## src/rtl/cpu_pkg.sv

```systemverilog
// Shared encodings for the CPU control path: states, opcodes, ALU codes and
// the instruction-class decoder used by the sequencer.
package cpu_pkg;

  typedef enum logic [2:0] {
    S_FETCH  = 3'd0,
    S_DECODE = 3'd1,
    S_EXEC   = 3'd2,
    S_MEM    = 3'd3,
    S_WB     = 3'd4
  } state_e;

  localparam logic [3:0] OP_RTYPE = 4'h0;
  localparam logic [3:0] OP_MEM   = 4'h4;
  localparam logic [3:0] EXT_LOAD = 4'h0;
  localparam logic [3:0] EXT_STOR = 4'h4;

  localparam logic [3:0] ALU_NONE = 4'h0;
  localparam logic [3:0] ALU_AND  = 4'h1;
  localparam logic [3:0] ALU_OR   = 4'h2;
  localparam logic [3:0] ALU_XOR  = 4'h3;
  localparam logic [3:0] ALU_ADD  = 4'h5;
  localparam logic [3:0] ALU_SUB  = 4'h9;
  localparam logic [3:0] ALU_CMP  = 4'hB;
  localparam logic [3:0] ALU_MOV  = 4'hD;

  localparam logic [4:0] SEL_NONE = 5'd0;

  typedef enum logic [2:0] {
    K_NOP,
    K_ALU,
    K_IMM,
    K_LOAD,
    K_STOR
  } kind_e;

  typedef struct packed {
    kind_e      kind;
    logic [3:0] alu_op;
  } dec_t;

  function automatic logic is_alu_code(input logic [3:0] code);
    case (code)
      ALU_AND, ALU_OR, ALU_XOR, ALU_ADD, ALU_SUB, ALU_CMP, ALU_MOV: return 1'b1;
      default: return 1'b0;
    endcase
  endfunction

  // Immediate forms reuse the R-type ext code as their opcode.
  function automatic dec_t decode_ir(input logic [3:0] opcode, input logic [3:0] ext);
    dec_t d;
    d.kind   = K_NOP;
    d.alu_op = ALU_NONE;
    if (opcode == OP_RTYPE) begin
      if (is_alu_code(ext)) begin
        d.kind   = K_ALU;
        d.alu_op = ext;
      end
    end else if (opcode == OP_MEM) begin
      if (ext == EXT_LOAD) d.kind = K_LOAD;
      else if (ext == EXT_STOR) d.kind = K_STOR;
    end else if (is_alu_code(opcode)) begin
      d.kind   = K_IMM;
      d.alu_op = opcode;
    end
    return d;
  endfunction

endpackage

```

## src/rtl/reg_idx_decode.sv

```systemverilog
// Register index to bus select (index + 1, zero reserved for idle) and
// one-hot write-enable vector.
module reg_idx_decode #(
  parameter int SEL_W = 5,
  parameter int NREG  = 16
) (
  input  logic [3:0]       idx_i,
  output logic [SEL_W-1:0] sel_o,
  output logic [NREG-1:0]  onehot_o
);

  assign sel_o    = SEL_W'(idx_i) + SEL_W'(1);
  assign onehot_o = NREG'(1) << idx_i;

endmodule

```

## src/rtl/cpu_ctrl_fsm.sv

```systemverilog
// Multi-cycle instruction sequencer: fetch over req/ack, then DECODE/EXEC/MEM/WB
// driving register-file selects, write enable, ALU op, memory strobes and PC step.
module cpu_ctrl_fsm
  import cpu_pkg::*;
#(
  parameter int DATA_W = 16,
  parameter int NREG   = 16,
  parameter int SEL_W  = 5
) (
  input  logic              clk,
  input  logic              reset_n,
  input  logic [DATA_W-1:0] mem_rdata,
  input  logic              mem_ack,
  output logic              mem_req,
  output logic              mem_we,
  output logic              addr_sel,
  output logic [SEL_W-1:0]  rsrc_sel,
  output logic [SEL_W-1:0]  rdst_sel,
  output logic [NREG-1:0]   rf_wen,
  output logic              wb_sel,
  output logic [3:0]        alu_op,
  output logic              imm_sel,
  output logic              flag_en,
  output logic              pc_en,
  output logic [2:0]        state_o
);

  state_e            state_q, state_d;
  logic [DATA_W-1:0] ir_q, ir_d;
  dec_t              dec;
  logic [SEL_W-1:0]  src_sel, dst_sel;
  logic [NREG-1:0]   dst_onehot, src_onehot_unused;

  assign dec     = decode_ir(ir_q[15:12], ir_q[7:4]);
  assign state_o = state_q;

  reg_idx_decode #(.SEL_W(SEL_W), .NREG(NREG)) u_src_dec (
    .idx_i    (ir_q[3:0]),
    .sel_o    (src_sel),
    .onehot_o (src_onehot_unused)
  );

  reg_idx_decode #(.SEL_W(SEL_W), .NREG(NREG)) u_dst_dec (
    .idx_i    (ir_q[11:8]),
    .sel_o    (dst_sel),
    .onehot_o (dst_onehot)
  );

  always_ff @(posedge clk or negedge reset_n) begin
    if (!reset_n) begin
      state_q <= S_FETCH;
      ir_q    <= '0;
    end else begin
      state_q <= state_d;
      ir_q    <= ir_d;
    end
  end

  always_comb begin
    state_d = state_q;
    ir_d    = ir_q;
    case (state_q)
      S_FETCH: begin
        if (mem_ack) begin
          ir_d    = mem_rdata;
          state_d = S_DECODE;
        end
      end
      S_DECODE: begin
        case (dec.kind)
          K_ALU, K_IMM:   state_d = S_EXEC;
          K_LOAD, K_STOR: state_d = S_MEM;
          default:        state_d = S_FETCH;
        endcase
      end
      S_EXEC:  state_d = (dec.alu_op == ALU_CMP) ? S_FETCH : S_WB;
      S_MEM: begin
        if (mem_ack) state_d = (dec.kind == K_STOR) ? S_FETCH : S_WB;
      end
      default: state_d = S_FETCH;
    endcase
  end

  // Outputs are Moore-style except the STOR completion pulse, and are all
  // forced low while reset is asserted so a reset mid-MEM kills the request.
  always_comb begin
    mem_req  = 1'b0;
    mem_we   = 1'b0;
    addr_sel = 1'b0;
    rsrc_sel = SEL_NONE;
    rdst_sel = SEL_NONE;
    rf_wen   = '0;
    wb_sel   = 1'b0;
    alu_op   = ALU_NONE;
    imm_sel  = 1'b0;
    flag_en  = 1'b0;
    pc_en    = 1'b0;
    case (state_q)
      S_FETCH:  mem_req = 1'b1;
      S_DECODE: pc_en   = (dec.kind == K_NOP);
      S_EXEC: begin
        rdst_sel = dst_sel;
        rsrc_sel = (dec.kind == K_IMM) ? SEL_NONE : src_sel;
        imm_sel  = (dec.kind == K_IMM);
        alu_op   = dec.alu_op;
        flag_en  = (dec.alu_op == ALU_ADD) || (dec.alu_op == ALU_SUB) ||
                   (dec.alu_op == ALU_CMP);
        pc_en    = (dec.alu_op == ALU_CMP);
      end
      S_MEM: begin
        mem_req  = 1'b1;
        addr_sel = 1'b1;
        rsrc_sel = src_sel;
        if (dec.kind == K_STOR) begin
          mem_we   = 1'b1;
          rdst_sel = dst_sel;
          pc_en    = mem_ack;
        end
      end
      S_WB: begin
        rf_wen = dst_onehot;
        pc_en  = 1'b1;
        if (dec.kind == K_LOAD) begin
          wb_sel = 1'b1;
        end else begin
          rdst_sel = dst_sel;
          rsrc_sel = (dec.kind == K_IMM) ? SEL_NONE : src_sel;
          imm_sel  = (dec.kind == K_IMM);
          alu_op   = dec.alu_op;
        end
      end
      default: ;
    endcase
    if (!reset_n) begin
      mem_req  = 1'b0;
      mem_we   = 1'b0;
      addr_sel = 1'b0;
      rsrc_sel = SEL_NONE;
      rdst_sel = SEL_NONE;
      rf_wen   = '0;
      wb_sel   = 1'b0;
      alu_op   = ALU_NONE;
      imm_sel  = 1'b0;
      flag_en  = 1'b0;
      pc_en    = 1'b0;
    end
  end

endmodule

```

## config.mk

```make
export PLATFORM = sky130hd
export DESIGN_NAME = cpu_ctrl_fsm
export DESIGN_NICKNAME = d
export VERILOG_FILES = /design/src/rtl/cpu_pkg.sv /design/src/rtl/reg_idx_decode.sv /design/src/rtl/cpu_ctrl_fsm.sv
export SDC_FILE = /design/constraint.sdc
export NUM_CORES = 1
export LEC_CHECK = 0
export ABC_AREA = 1
export CAP_MARGIN = 5
export CORE_UTILIZATION = 39
export DETAILED_ROUTE_END_ITERATION = 12
export PLACE_DENSITY = 0.79
export SYNTH_ARGS = -nofsm -noshare
export SYNTH_HDL_FRONTEND = slang
export SYNTH_SLANG_ARGS = --single-unit
export TNS_END_PERCENT = 5
```

## constraint.sdc

```tcl
create_clock -name clk -period 1.4 [get_ports clk]
set_input_delay 0.14 -clock clk [delete_from_list [all_inputs] [get_ports clk]]
set_output_delay 0.14 -clock clk [all_outputs]
set_load 0.03 [all_outputs]
```

==> results.sh <==
export IMPL_leakage_nw=1.32
export IMPL_syn_area_um2=1420
export IMPL_synthMuxAreaShare=0.0318
export IMPL_synth_compound_area_frac=0.106
export IMPL_vdd_drop_max_mv=1.18
export IMPL_synth_area_leaders="dfrtp_1 (34%), nor2_1 (12%), nand2_1 (9.0%), inv_1 (8.0%), a21oi_1 (6.7%)"
export IMPL_place_hpwl_um=3260
export IMPL_synth_top_family_by_area="simple AND/OR/NAND/NOR gates"
export IMPL_ant_nets=0
export IMPL_async_reset_ff_frac=1.00
export IMPL_critical_path_class="reg2out"
export IMPL_drv_cap=0
export IMPL_synth_seq_cells=19
export IMPL_grt_pass1_wl_um=7220
export IMPL_drc=0
export IMPL_die_area_um2=3870
export IMPL_wire_per_inst_um=12.4
export IMPL_synthAdderAreaFrac=0.0619
export IMPL_finalCriticalPeriod_ps=1980
export IMPL_met2_length_um=2480
export IMPL_syn_avg_cell_area_um2=6.84
export IMPL_finalSetupViolCount=39
export IMPL_startpoint_type="flip-flop"
export IMPL_p_per_area_nw_per_um2=1650
export IMPL_most_common_layout_cells="buf_4 (52), buf_6 (36), nand2_1 (24)"
export IMPL_synth_edff_count=0
export IMPL_syn_inst=207
export IMPL_gp_congestion=0.950
export IMPL_cp_required_ps=1260
export IMPL_grt_pass1_vias=1689
export IMPL_overflow=0
export IMPL_cts_tree="built"
export IMPL_worst_skew_pair_late_latency_ps=300
export IMPL_wl_um=4520
export IMPL_status="complete, but fails checks"
export IMPL_synthesis_nets=233
export IMPL_htreeDepth=1
export IMPL_synth_seq_area_share=0.336
export IMPL_n_fill_cell=201
export IMPL_wl_met1_um=1790
export IMPL_die_y_um=62.2
export IMPL_first_iter_violations=81
export IMPL_layout_commonest_cell="buf_4"
export IMPL_clkSinkCount=19
export IMPL_initial_core_util=0.414
export IMPL_setup_slack_ps=-583
export IMPL_synth_top_cell_area_share=0.336
export IMPL_yosysUniqueCellTypes=26
export IMPL_synth_xor_area_frac=0.0186
export IMPL_place_ws_ps=-259
export IMPL_nets=346
export IMPL_skew_ps=0.699
export IMPL_rsz0062_at_grt="yes"
export IMPL_drive_gt1_frac=0.552
export IMPL_dr_pass1_iters=4
export IMPL_viasPerCell=4.82
export IMPL_hold_viol_final=0
export IMPL_p_total_w=0.00472
export IMPL_maxSlewHeadroom=0.779
export IMPL_cp_arrival_ps=1840
export IMPL_core_area_um2=3420
export IMPL_yosys_area_top_type="dfrtp_1"
export IMPL_multi_input_area_um2=1150
export IMPL_antenna_found_initial=0
export IMPL_hp_class="in2async"
export IMPL_cp_max_fo=3
export IMPL_clkTransAtPathRegs_ps=110
export IMPL_holdBufCountCts=0
export IMPL_worst_pin_slew_ps=330
export IMPL_ios=59
export IMPL_root_buffer="clkbuf_4"
export IMPL_grt_max_degree=22
export IMPL_finalMaxSlewViolations=0
export IMPL_die_width_um=62.2
export IMPL_diodes=0
export IMPL_vias=1759
export IMPL_fmax_mhz=504
export IMPL_rows=21
export IMPL_clk_path_buf_depth=2
export IMPL_met3_length_um=142
export IMPL_ys_warn_count=0
export IMPL_numCtsBuffers=3
export IMPL_violations="setup timing"
export IMPL_finalCritPeriodShare=1.42
export IMPL_synth_flop_cell="dfrtp_1"
export IMPL_regArea_um2=479
export IMPL_dr_max_layer_used="met4"
export IMPL_numPortBuffers=58
export IMPL_synth_simple_area_share=0.350
export IMPL_track_usage=0.235
export IMPL_area_growth_syn_to_layout_pct=103
export IMPL_endpoint_kind="output port"
-- synth_stat cells, types with 2 or more instances --
master,number
a21oi_1,19
buf_4,2
dfrtp_1,19
ha_1,7
inv_1,30
inv_2,2
mux2_2,4
nand2_1,34
nand3_1,12
nand4_1,4
nor2_1,44
nor2_2,3
nor3_1,7
nor3_2,2
o21ai_0,6
xnor2_1,2
-- repair_timing --
item                                    4_1_cts  5_1_grt
endpoints found under the setup margin       50       56
gates resized for setup                      48       36
pin swaps                                     1       14
setup buffers                                 0        3
-- critical path: stages (launching register included) --
cell	delay [ps]
dfrtp_1	430
buf_4	160
nand2_1	80
nand2_2	80
inv_1	80
nand2_1	90
nand2_2	100
nand3_2	90
nor2_2	130
nor2_2	60
nor2_2	90
buf_6	140
-- through the flow --
| stage | instances | hold slack, ps | TNS, ps | utilization | area (um2) |
|---|---|---|---|---|---|
| floorplan | 207 | -156 | -5230 | - | 1600 |
| global placement | 358 | 520 | -6050 | 0.739 | 2520 |
| detailed placement | 358 | 527 | -6830 | 0.739 | 2520 |
| CTS | 362 | 219 | -15980 | 0.802 | 2740 |
| global route | 365 | 238 | -20750 | 0.840 | 2870 |
| finish | 365 | 217 | -16850 | 0.840 | 2870 |
-- flip-flops by register name, summed over array words and instances (netlist names) --
signal / count
ir_q: 16
state_o: 3
-- cell type report --
class / instances / area share
Multi-Input combinational cell: 154 / 0.400
Timing Repair Buffer: 110 / 0.360
Sequential cell: 19 / 0.167
Inverter: 32 / 0.0419
Tap cell: 46 / 0.0201
Clock buffer: 3 / 0.00785
Clock inverter: 1 / 0.00262
-- path summary, 6_finish.rpt --
path	from	to	slack, ps	cells past startpoint
worst max-delay path	ir_q[13]	pc_en	-580	11
worst min-delay path	reset_n	state_o[0]	220	2
worst max register to register	ir_q[13]	state_o[2]	-70	10
worst min register to register	ir_q[1]	ir_q[1]	550	1
max in group asynchronous	reset_n	state_o[2]	940	2
min in group clk	mem_rdata[15]	ir_q[15]	400	3
-- routing by layer --
metal  GRT usage  vias to the layer above
li1            -                      888
met1       0.271                      800
met2       0.438                       58
met3      0.0257                       13
met4      0.0959                        0
met5           0                        -
-- power breakdown --
group          total (W)  switching, W  internal, W
Sequential       0.00107      0.000259     0.000813
Clock           0.000289      0.000180     0.000109
Combinational    0.00336       0.00189      0.00147
Total            0.00472       0.00233      0.00239
-- cells by family (layout without fill, tap and decap cells) --
kind of cell / after synthesis / in the layout
flip-flops: 19 / 19
AND/OR/NAND/NOR: 112 / 112
adder cells (fa/ha/maj): 7 / 7
multiplexers: 4 / 4
buffers and inverters: 34 / 146
XOR/XNOR: 3 / 3
AO/OA/AOI/OAI: 28 / 28
No activity file was read; power rests on OpenSTA's default activity.
